File: config.mk
export PLATFORM = sky130hd
export DESIGN_NAME = regfile_write_arbiter_flat
export DESIGN_NICKNAME = d
export VERILOG_FILES = /design/src/rtl/regfile_write_arbiter_pkg.sv /design/src/rtl/regfile_write_arbiter_if.sv /design/src/rtl/regfile_write_arbiter_rr.sv /design/src/rtl/regfile_write_arbiter.sv /design/src/flat_wrapper.sv
export SDC_FILE = /design/constraint.sdc
export NUM_CORES = 1
export LEC_CHECK = 0
export CORE_MARGIN = 8
export CORE_UTILIZATION = 45
export DETAILED_ROUTE_END_ITERATION = 8
export PLACE_DENSITY = 0.86
export SLEW_MARGIN = 0
export SYNTH_ARGS = -nofsm -noshare
export SYNTH_HDL_FRONTEND = slang
export SYNTH_HIERARCHICAL = 1
export SYNTH_SLANG_ARGS = --single-unit
File: constraint.sdc
create_clock -name clk -period 11.45 [get_ports clk]
set_input_delay 1.145 -clock clk [delete_from_list [all_inputs] [get_ports clk]]
set_output_delay 1.145 -clock clk [all_outputs]
set_load 0.005 [all_outputs]
File: src/rtl/regfile_write_arbiter_pkg.sv
// regfile_pkg: definitions shared by the write arbiter and the register bank.
// Contents:
//   DATA_W, ADDR_W, NUM_REGS - write port geometry of the register bank
//   wb_req_t                 - one writeback request (destination + data)
//   out_phase_e              - output phase of the write arbiter
package regfile_pkg;

   localparam int DATA_W   = 26;
   localparam int ADDR_W   = 5;
   localparam int NUM_REGS = 13;

   typedef struct packed {
      logic [ADDR_W-1:0] addr;
      logic [DATA_W-1:0] data;
   } wb_req_t;

   typedef enum logic {
      PH_IDLE  = 1'b0,
      PH_WRITE = 1'b1
   } out_phase_e;

endpackage

File: src/rtl/regfile_write_arbiter_if.sv
// regfile_write_arbiter_if: writeback request bus from the NUM_REQ sources.
// Signals:
//   req_valid - per-requester write request
//   req_addr  - per-requester destination register
//   req_data  - per-requester write data
//   req_ready - per-requester holding buffer can accept
// Modports: master = writeback sources, slave = arbiter.
interface regfile_write_arbiter_if #(
   parameter int NUM_REQ = 3,
   parameter int ADDR_W  = regfile_pkg::ADDR_W,
   parameter int DATA_W  = regfile_pkg::DATA_W
);

   logic [NUM_REQ-1:0]             req_valid;
   logic [NUM_REQ-1:0][ADDR_W-1:0] req_addr;
   logic [NUM_REQ-1:0][DATA_W-1:0] req_data;
   logic [NUM_REQ-1:0]             req_ready;

   modport master (
      output req_valid,
      output req_addr,
      output req_data,
      input  req_ready
   );

   modport slave (
      input  req_valid,
      input  req_addr,
      input  req_data,
      output req_ready
   );

endinterface

File: src/rtl/regfile_write_arbiter_rr.sv
// rr_arbiter: combinational round-robin pick over a request vector.
// Ports:
//   req       in  NUM_REQ  requests (holding buffers that are valid)
//   rr_ptr    in  IDX_W    index where the search starts
//   enable    in  1        0 forces an empty grant
//   grant     out NUM_REQ  one-hot grant, or zero
//   grant_idx out IDX_W    encoded index of the grant (0 when none)
//   grant_any out 1        a grant is issued
module rr_arbiter #(
   parameter int NUM_REQ = 3,
   parameter int IDX_W   = $clog2(NUM_REQ)
) (
   input  logic [NUM_REQ-1:0] req,
   input  logic [IDX_W-1:0]   rr_ptr,
   input  logic               enable,
   output logic [NUM_REQ-1:0] grant,
   output logic [IDX_W-1:0]   grant_idx,
   output logic               grant_any
);

   int idx;

   // Walk the requesters starting at rr_ptr, wrapping around; the first
   // valid one wins, which keeps the grant one-hot.
   always_comb begin
      grant     = '0;
      grant_idx = '0;
      grant_any = 1'b0;
      idx       = 0;
      for (int k = 0; k < NUM_REQ; k++) begin
         idx = (int'(rr_ptr) + k) % NUM_REQ;
         if (enable && !grant_any && req[idx]) begin
            grant_any  = 1'b1;
            grant[idx] = 1'b1;
            grant_idx  = IDX_W'(idx);
         end
      end
   end

endmodule

File: src/rtl/regfile_write_arbiter.sv
// regfile_write_arbiter: shares the register bank write port among NUM_REQ
// writeback sources. Each source owns a one-entry holding buffer; a
// round-robin arbiter drains one buffer per cycle into registered outputs.
// Ports:
//   clk, rst  clock and synchronous active-high reset
//   hold      suppress grants this cycle (buffers still fill)
//   wb        request bus (slave side): req_valid/addr/data in, req_ready out
//   we_RF     registered write enable to the register bank
//   A3, WD3   registered write address / data
//   addr_err  one-cycle pulse when a granted entry had an illegal address
//   err_id    requester of the last addr_err, held until the next error
//   busy      any buffer valid or a write in flight
module regfile_write_arbiter #(
   parameter int NUM_REQ  = 3,
   parameter int DATA_W   = regfile_pkg::DATA_W,
   parameter int ADDR_W   = regfile_pkg::ADDR_W,
   parameter int NUM_REGS = regfile_pkg::NUM_REGS,
   parameter int IDX_W    = $clog2(NUM_REQ)
) (
   input  logic                     clk,
   input  logic                     rst,
   input  logic                     hold,
   regfile_write_arbiter_if.slave   wb,
   output logic                     we_RF,
   output logic [ADDR_W-1:0]        A3,
   output logic [DATA_W-1:0]        WD3,
   output logic                     addr_err,
   output logic [IDX_W-1:0]         err_id,
   output logic                     busy
);

   import regfile_pkg::*;

   logic [NUM_REQ-1:0]             buf_valid;
   logic [NUM_REQ-1:0][ADDR_W-1:0] buf_addr;
   logic [NUM_REQ-1:0][DATA_W-1:0] buf_data;
   logic [IDX_W-1:0]               rr_ptr;
   logic [NUM_REQ-1:0]             grant;
   logic [IDX_W-1:0]               grant_idx;
   logic                           grant_any;
   logic                           sel_legal;
   out_phase_e                     phase, phase_nxt;

   rr_arbiter #(.NUM_REQ(NUM_REQ), .IDX_W(IDX_W)) u_rr (
      .req       (buf_valid),
      .rr_ptr    (rr_ptr),
      .enable    (!hold),
      .grant     (grant),
      .grant_idx (grant_idx),
      .grant_any (grant_any)
   );

   // A buffer being drained this cycle can take a new entry on the same
   // edge. While reset is held every source sees ready, but nothing is
   // captured because the buffer register is in reset.
   assign wb.req_ready = rst ? '1 : (~buf_valid | grant);

   assign sel_legal = 32'(buf_addr[grant_idx]) < 32'(NUM_REGS);

   // Holding buffers: a refill on the drain edge wins over the clear.
   always_ff @(posedge clk) begin
      if (rst) begin
         buf_valid <= '0;
      end else begin
         for (int i = 0; i < NUM_REQ; i++) begin
            if (wb.req_valid[i] && wb.req_ready[i]) begin
               buf_valid[i] <= 1'b1;
               buf_addr[i]  <= wb.req_addr[i];
               buf_data[i]  <= wb.req_data[i];
            end else if (grant[i]) begin
               buf_valid[i] <= 1'b0;
            end
         end
      end
   end

   // The search start moves past whoever was just served, error grants
   // included, so an illegal entry cannot stall its neighbours.
   always_ff @(posedge clk) begin
      if (rst) begin
         rr_ptr <= '0;
      end else if (grant_any) begin
         rr_ptr <= (int'(grant_idx) == NUM_REQ - 1) ? '0 : grant_idx + 1'b1;
      end
   end

   // Output phase register; we_RF is simply the WRITE phase.
   always_ff @(posedge clk) begin
      if (rst) begin
         phase <= PH_IDLE;
      end else begin
         phase <= phase_nxt;
      end
   end

   // Either phase moves to WRITE on a legal grant and to IDLE otherwise;
   // an error grant leaves the write port idle.
   always_comb begin
      phase_nxt = PH_IDLE;
      case (phase)
         PH_IDLE:  if (grant_any && sel_legal) phase_nxt = PH_WRITE;
         PH_WRITE: if (grant_any && sel_legal) phase_nxt = PH_WRITE;
         default:  phase_nxt = PH_IDLE;
      endcase
   end

   // Write address/data only change on a legal grant so the bank sees
   // stable values; the error flag is a one-cycle pulse alongside.
   always_ff @(posedge clk) begin
      if (rst) begin
         A3       <= '0;
         WD3      <= '0;
         addr_err <= 1'b0;
         err_id   <= '0;
      end else begin
         addr_err <= 1'b0;
         if (grant_any) begin
            if (sel_legal) begin
               A3  <= buf_addr[grant_idx];
               WD3 <= buf_data[grant_idx];
            end else begin
               addr_err <= 1'b1;
               err_id   <= grant_idx;
            end
         end
      end
   end

   assign we_RF = (phase == PH_WRITE);
   assign busy  = (|buf_valid) | we_RF;

endmodule

File: src/flat_wrapper.sv
// flat-port wrapper written by rule: the top's interface ports become plain ports
module regfile_write_arbiter_flat import regfile_pkg::*;
#(
   parameter int NUM_REQ  = 3,
   parameter int DATA_W   = regfile_pkg::DATA_W,
   parameter int ADDR_W   = regfile_pkg::ADDR_W,
   parameter int NUM_REGS = regfile_pkg::NUM_REGS,
   parameter int IDX_W    = $clog2(NUM_REQ)
)
  (clk, rst, hold, we_RF, A3, WD3, addr_err, err_id, busy, wb_req_valid, wb_req_addr, wb_req_data, wb_req_ready);
  regfile_write_arbiter_if #(.NUM_REQ(NUM_REQ), .ADDR_W(ADDR_W), .DATA_W(DATA_W)) wb_i ();
  input  logic clk;
  input  logic rst;
  input  logic hold;
  output logic we_RF;
  output logic [ADDR_W-1:0] A3;
  output logic [DATA_W-1:0] WD3;
  output logic addr_err;
  output logic [IDX_W-1:0] err_id;
  output logic busy;
  input wire logic [$bits(wb_i.req_valid)-1:0] wb_req_valid;
  input wire logic [$bits(wb_i.req_addr)-1:0] wb_req_addr;
  input wire logic [$bits(wb_i.req_data)-1:0] wb_req_data;
  output wire logic [$bits(wb_i.req_ready)-1:0] wb_req_ready;
  assign wb_i.req_valid = wb_req_valid;
  assign wb_i.req_addr = wb_req_addr;
  assign wb_i.req_data = wb_req_data;
  assign wb_req_ready = wb_i.req_ready;
  regfile_write_arbiter #(.NUM_REQ(NUM_REQ), .DATA_W(DATA_W), .ADDR_W(ADDR_W), .NUM_REGS(NUM_REGS), .IDX_W(IDX_W)) u_core (.clk(clk), .rst(rst), .hold(hold), .wb(wb_i), .we_RF(we_RF), .A3(A3), .WD3(WD3), .addr_err(addr_err), .err_id(err_id), .busy(busy));
endmodule
After elaboration in Yosys (flattened, before gate mapping)
Index checks and enable logic that the tools add are counted.

storage, ports and cells
  input port bits = 99
  logic and storage cells = 101
  register bits after elaboration = 133
  output and inout bits = 39

cells by class
  reductions and logical operators = 25
  $add $sub $neg = 3
  bitwise operators = 8
  divide/modulo/power cells = 3
  muxes and demuxes = 38
  equal/unequal tests = 1
  $lt $le $gt $ge = 8

operators with widths
  kind                   count
  $ge 32x1->1 const B    3
  $lt 32x4->1 const B    3
  $mod 32x3->32 const B  2
  $bmux 26 s2            1
  $mod 3x3->32 const B   1
  $mux 26                1
  $mux 1                 20
  $logic_and 1x1->1      12
  $mux 3                 4
  $bmux 5 s2             1
  $reduce_and 2->1       5
  $or 3x3->3             3
  $mux 2                 4
  $bmux 1 s2             3
  $demux 1 s2            3
  $reduce_bool 2->1      3
  $lt 5x4->1 const B     1
  $mux 5                 1
  $add 2x1->3 const B    1
  $add 2x2->3 const B    1
  $logic_not 1->1        3
  $lt 2x3->1 const B     1
  $not 1->1              3
  $not 3->3              1
  other kinds (5)        5

Depth between registers and ports, before layout
  depth in word-level cells = 19
  mapped depth = 15
  gate-level depth less buffers = 11

Modules after synthesis
The synthesis kept the hierarchy.

modules (own cells, without submodules)
  module                 area an instance (sq um)  sequential area each (sq um)  instances  cells an instance
  regfile_write_arbiter  4976.0                    3593.4                        1          354
  rr_arbiter             331.6                     0.0                           1          40

Worst setup path before layout
Ideal clock, no wire load.

  path type = input-to-reg
  from = input port hold
  to = register u_core/buf_addr[10] in the netlist's numbering, enable pin
  required time = 11.020 ns
  arrival time = 3.365 ns
  setup time = 0.430 ns
  cell stages on the path = 7
  setup slack = 7.655 ns
  path buffers = 1
  cells stage by stage = inv_1 buf_4 and4b_1 a21oi_1 a22oi_1 inv_1 a21oi_1

on the way
  word-level cells in the longest chain between the ends = 15
  elaborated cells on any way between the ends = 19
  classes of those cells = 6 x mux; 3 x bitwise; 10 x reduce/logical

RTL lines
  what                                 RTL line                        text
  start, declared                      flat_wrapper.sv:14              input logic hold;
  $logic_not 1->1 *                    regfile_write_arbiter.sv:47     .enable (!hold),
  $logic_and 1x1->1                    regfile_write_arbiter_rr.sv:32  if (enable && !grant_any && req[idx]) begin
  $mux 1                               regfile_write_arbiter_rr.sv:32
  $logic_not 1->1                      regfile_write_arbiter_rr.sv:32
  $logic_and 1x1->1 (2 in series)      regfile_write_arbiter_rr.sv:32
  $mux 1                               regfile_write_arbiter_rr.sv:32
  $logic_not 1->1                      regfile_write_arbiter_rr.sv:32
  $logic_and 1x1->1 (2 in series)      regfile_write_arbiter_rr.sv:32
  $mux 3 *                             regfile_write_arbiter_rr.sv:32
  net u_core.grant[2]                  regfile_write_arbiter.sv:38     logic [NUM_REQ-1:0] grant;
  $or 3x3->3 *                         regfile_write_arbiter.sv:56     assign wb.req_ready = rst ? '1 : (~buf_valid | grant);
  $mux 3 *                             regfile_write_arbiter.sv:56
  $logic_and 1x1->1 *                  regfile_write_arbiter.sv:66     if (wb.req_valid[i] && wb.req_ready[i]) begin
  $reduce_and 2->1 (no source line) *  n/a
  end signal, assigned by index        regfile_write_arbiter.sv:68     buf_addr[i] <= wb.req_addr[i];
  end, declared                        regfile_write_arbiter.sv:35     logic [NUM_REQ-1:0][ADDR_W-1:0] buf_addr;

The timed path passes the listed nets; every way through them passes the cells marked *.
A chain may end at the register's enable or synchronous reset.

Worst setup path after layout
  from = input port hold
  to = register u_core.A3[1]

on the way
  word-level cells in the longest chain between the ends = 15
  elaborated cells on any way between the ends = 18
  classes of those cells = 1 x order compare; 8 x mux; 9 x reduce/logical

RTL lines
  what                               RTL line                                                   text
  $logic_not 1->1 *                  regfile_write_arbiter.sv:47
  $logic_and 1x1->1                  regfile_write_arbiter_rr.sv:32
  $mux 1                             regfile_write_arbiter_rr.sv:32
  $logic_not 1->1                    regfile_write_arbiter_rr.sv:32
  $logic_and 1x1->1 (2 in series)    regfile_write_arbiter_rr.sv:32
  $mux 1                             regfile_write_arbiter_rr.sv:32
  $logic_not 1->1                    regfile_write_arbiter_rr.sv:32
  $logic_and 1x1->1 (2 in series)    regfile_write_arbiter_rr.sv:32
  $mux 2 *                           regfile_write_arbiter_rr.sv:32
  net u_core.grant_idx[0]            regfile_write_arbiter.sv:39                                logic [IDX_W-1:0] grant_idx;
  $bmux 5 s2 *                       regfile_write_arbiter.sv:58, regfile_write_arbiter.sv:119
  $mux 5 (implied by the code) *     regfile_write_arbiter.sv:58, regfile_write_arbiter.sv:119
  $lt 5x4->1                         regfile_write_arbiter.sv:58                                assign sel_legal = 32'(buf_addr[grant_idx]) < 32'(NUM_REGS);
  $reduce_and 2->1 (no source line)  n/a
  end signal, assigned               regfile_write_arbiter.sv:119                               A3 <= buf_addr[grant_idx];
  end, declared                      regfile_write_arbiter.sv:25                                output logic [ADDR_W-1:0] A3,

The timed path passes the listed nets; every way through them passes the cells marked *. The select of a mux whose other input is x is not followed.

==> implementation parameters <==
Parameter                              Value

Drt
  Via density ... 5.46
  Routed via count ... 3711
  Total Wirelength ... 13100 um
  Drt wl/cell ... 19.2 um
  DRC violations left ... 0
  Starting DRT DRC Count ... 206
  DR pass1 iterations ... 4
  Post-detailed-route count of antenna-violating nets ... 0

Logic synthesis
  Biggest area consumer among synthesized cells ... sky130_fd_sc_hd__edfxtp_1
  Average size of a mapped cell ... 13.5 sq um
  Number of warnings printed during yosys synthesis ... 6
  Mapped Cells ... 394
  Most used flip-flop cell after synthesis ... sky130_fd_sc_hd__edfxtp_1
  Share of flip-flops with an asynchronous set or reset after synthesis ... 0
  Synth cell types ... 39
  Number of flops mapped to enable cells by yosys ... 93
  Area share of the leading cell type in the synthesized netlist ... 0.526
  Largest cells by area after synthesis ... sky130_fd_sc_hd__edfxtp_1, sky130_fd_sc_hd__dfxtp_1, sky130_fd_sc_hd__mux2i_1
  Register bit count reported by yosys ... 133
  Area of the mapped netlist ... 5310 sq um
  Total nets after synthesis ... 497
  Register area share after synthesis ... 0.677

Clock tree
  CTS tree ... yes
  Root buf cell ... sky130_fd_sc_hd__clkbuf_16
  Worst skew pair latency ... 0.40 ns
  Cts bufs inserted ... 17
  CTS Hold Buffers Added ... 0
  H-tree level count ... 4
  Post-CTS repair timing setup buffer count ... 0
  Num Clock Sinks ... 133
  Clock transition time at the flip-flop clock pins of the worst setup and hold paths ... 0.06 ns
  Number of buffers on the longest clock path ... 2
  Post-cts repair resize count ... 0

Layout
  Utilization after layout ... 0.642
  Area growth from synthesis to layout ... 38.8%
  Fraction of final layout cells sized beyond drive strength 1 ... 0.0875
  Ant. Diodes ... 0
  Final net count ... 627

Timing
  Summed negative setup slack over all endpoints ... 0 ns
  Worst slew pin tran ... 1.30 ns
  Slew headroom ... 0.134
  Worst hold slack ... 0.481 ns
  Total count of max-transition violations in the final report ... 0
  Final Hold Fails ... 0
  Unrepaired setup endpoints after global routing ... no
  Final critical delay including setup and external delays ... 4.70 ns
  FMAX ... 0.213 GHz
  Setup ws final ... 6.75 ns
  Period Utilization, post-route ... 0.411
  Endpoints failing setup ... 0
  Fin Clk Skew ... 0.00764 ns

Global routing
  Global-route wire length before repair ... 20300 um
  Via count of the first global-routing pass ... 3963
  Total track usage ... 0.166
  Aggregate global routing overflow ... 0
  Pin count of the biggest net entering global routing ... 48
  Number of antenna violations at the first check in global routing ... 0

Setup path
  Kind of start point of the critical path ... primary input
  Critical Path End Type ... register
  Critical path required time ... 11.68 ns
  Critical path fanouts, max ... 35
  Data arrival time at the worst-slack endpoint ... 4.93 ns
  Type of the worst setup path ... in2reg

Worst hold path
  Classification of the worst-slack hold path ... reg2reg

Placed design
  Port buffer count ... 137
  Worst setup slack after placement ... 6.46 ns
  HPWL Detailed ... 9020 um
  Placer's final routability congestion estimate ... 0.880

Outcome
  Outcome ... complete, no violations

Floorplanning
  Width of the chip ... 125 um
  Top-level port count ... 138
  Rows ... 39
  Die Ht ... 125 um
  Initial core utilization ... 0.463
  Placeable core region ... 11500 sq um
  Die outline area ... 15500 sq um

Power
  Maximum resistive drop on vdd ... 86.2 uV
  Total power consumption of the routed design ... 1.49 mW
  Ratio of total power to cell area ... 202 nW/um^2
  Reported leakage power ... 2.50 nW

Flow run
  Max-Cap Viols ... 0
==> per-stage QoR <==
step	instances	cell area, sq um
global placement	648	6760
detailed placement	648	6760
floorplan	394	5310
finish	680	7370
global route	680	7370
CTS	680	7370
==> cells in the final DEF, fill, tap and decap left out, drive strengths merged <==
master           n
o21ai            6
o2bb2ai          2
buf              3
clkbuf          19
and4b            1
clkinv           7
nand3b           5
or4b             2
edfxtp          93
a211oi          31
a22oi            1
nor2            32
nand3            4
clkinvlp         3
bufinv           3
a32o             2
nor3b            3
mux2i           37
o31a             1
a211o            1
dfxtp           40
nor3             1
clkdlybuf4s50  136
a21boi           1
nor2b            2
nand2           10
a31oi            1
nor4bb           1
or4              1
a2bb2oi          5
nand2b           7
or3b             1
inv              7
a21oi           64
ha               4
==> path summary, 6_finish.rpt <==
check	slack, ns	cells past startpoint	from	end
worst max-delay path	6.75	10	hold	u_core/A3[1]$_SDFFE_PP0P_
worst min-delay path	0.48	1	u_core/A3[4]$_SDFFE_PP0P_	u_core/A3[4]$_SDFFE_PP0P_
worst max register to register	6.81	12	u_core/rr_ptr[0]$_SDFFE_PP0P_	u_core/A3[1]$_SDFFE_PP0P_
worst min register to register	0.48	1	u_core/A3[4]$_SDFFE_PP0P_	u_core/A3[4]$_SDFFE_PP0P_
==> synthesized netlist by cell type, types with 4 or more instances <==
cell,number
sky130_fd_sc_hd__nor2_1,31
sky130_fd_sc_hd__nand3b_1,5
sky130_fd_sc_hd__nand3_1,4
sky130_fd_sc_hd__inv_1,7
sky130_fd_sc_hd__mux2i_1,35
sky130_fd_sc_hd__a211oi_1,30
sky130_fd_sc_hd__nand2b_1,7
sky130_fd_sc_hd__edfxtp_1,93
sky130_fd_sc_hd__ha_1,4
sky130_fd_sc_hd__o21ai_0,5
sky130_fd_sc_hd__buf_2,10
sky130_fd_sc_hd__nand2_1,10
sky130_fd_sc_hd__buf_6,4
sky130_fd_sc_hd__a21oi_1,64
sky130_fd_sc_hd__clkbuf_1,11
sky130_fd_sc_hd__dfxtp_1,40
==> power by group <==
group          internal, mW  switching (mW)  leakage, nW
sequential            0.571          0.0274         1.19
clock                 0.352           0.194        0.290
combinational         0.163           0.178         1.02
==> routing by layer <==
metal / global-route usage / up-vias / wire (um)
li1: - / 1751 / -
met1: 0.184 / 1789 / 5150
met2: 0.286 / 155 / 6700
met3: 0.0643 / 16 / 1050
met4: 0.0517 / 0 / 183
met5: 0 / - / 0
==> final cells by class <==
type	count	area, sq um
tap	143	179
clock inverter	13	156
inverter	7	26.3
fill	842	4100
sequential	133	3590
timing repair buffer	139	1380
multi-input combinational	226	1580
clock buffer	19	453
==> cell families (layout without fill, tap and decap cells) <==
kind of cell	count (synthesis)	after routing	synth area share
adders and majority gates	4	4	0.00943
buffers and inverters	35	178	0.0349
DFF	133	133	0.677
muxes	37	37	0.0712
and+or+nand+nor	70	70	0.0717
AOI/OAI and AO/OA	115	115	0.136
==> registers in the layout (all words and copies together) (netlist names) <==
register and count:
u_core/buf_valid 3, u_core/buf_data 78, u_core/err_id 2, u_core/we_RF 1, u_core/addr_err 1, u_core/buf_addr 15
u_core/A3 5, u_core/WD3 26, u_core/rr_ptr 2
==> worst max-delay path, stage by stage <==
cell and delay [ns]:
sky130_fd_sc_hd__clkdlybuf4s50_1 0.40, sky130_fd_sc_hd__inv_1 0.23, sky130_fd_sc_hd__nor4bb_4 0.30, sky130_fd_sc_hd__a32o_2 0.17, sky130_fd_sc_hd__buf_4 0.52, sky130_fd_sc_hd__nor2b_4 0.29
sky130_fd_sc_hd__a2bb2oi_1 0.41, sky130_fd_sc_hd__a211oi_2 0.20, sky130_fd_sc_hd__nor2_2 1.03, sky130_fd_sc_hd__a211oi_1 0.22
Note: power is estimated with default switching activity, not from simulation.
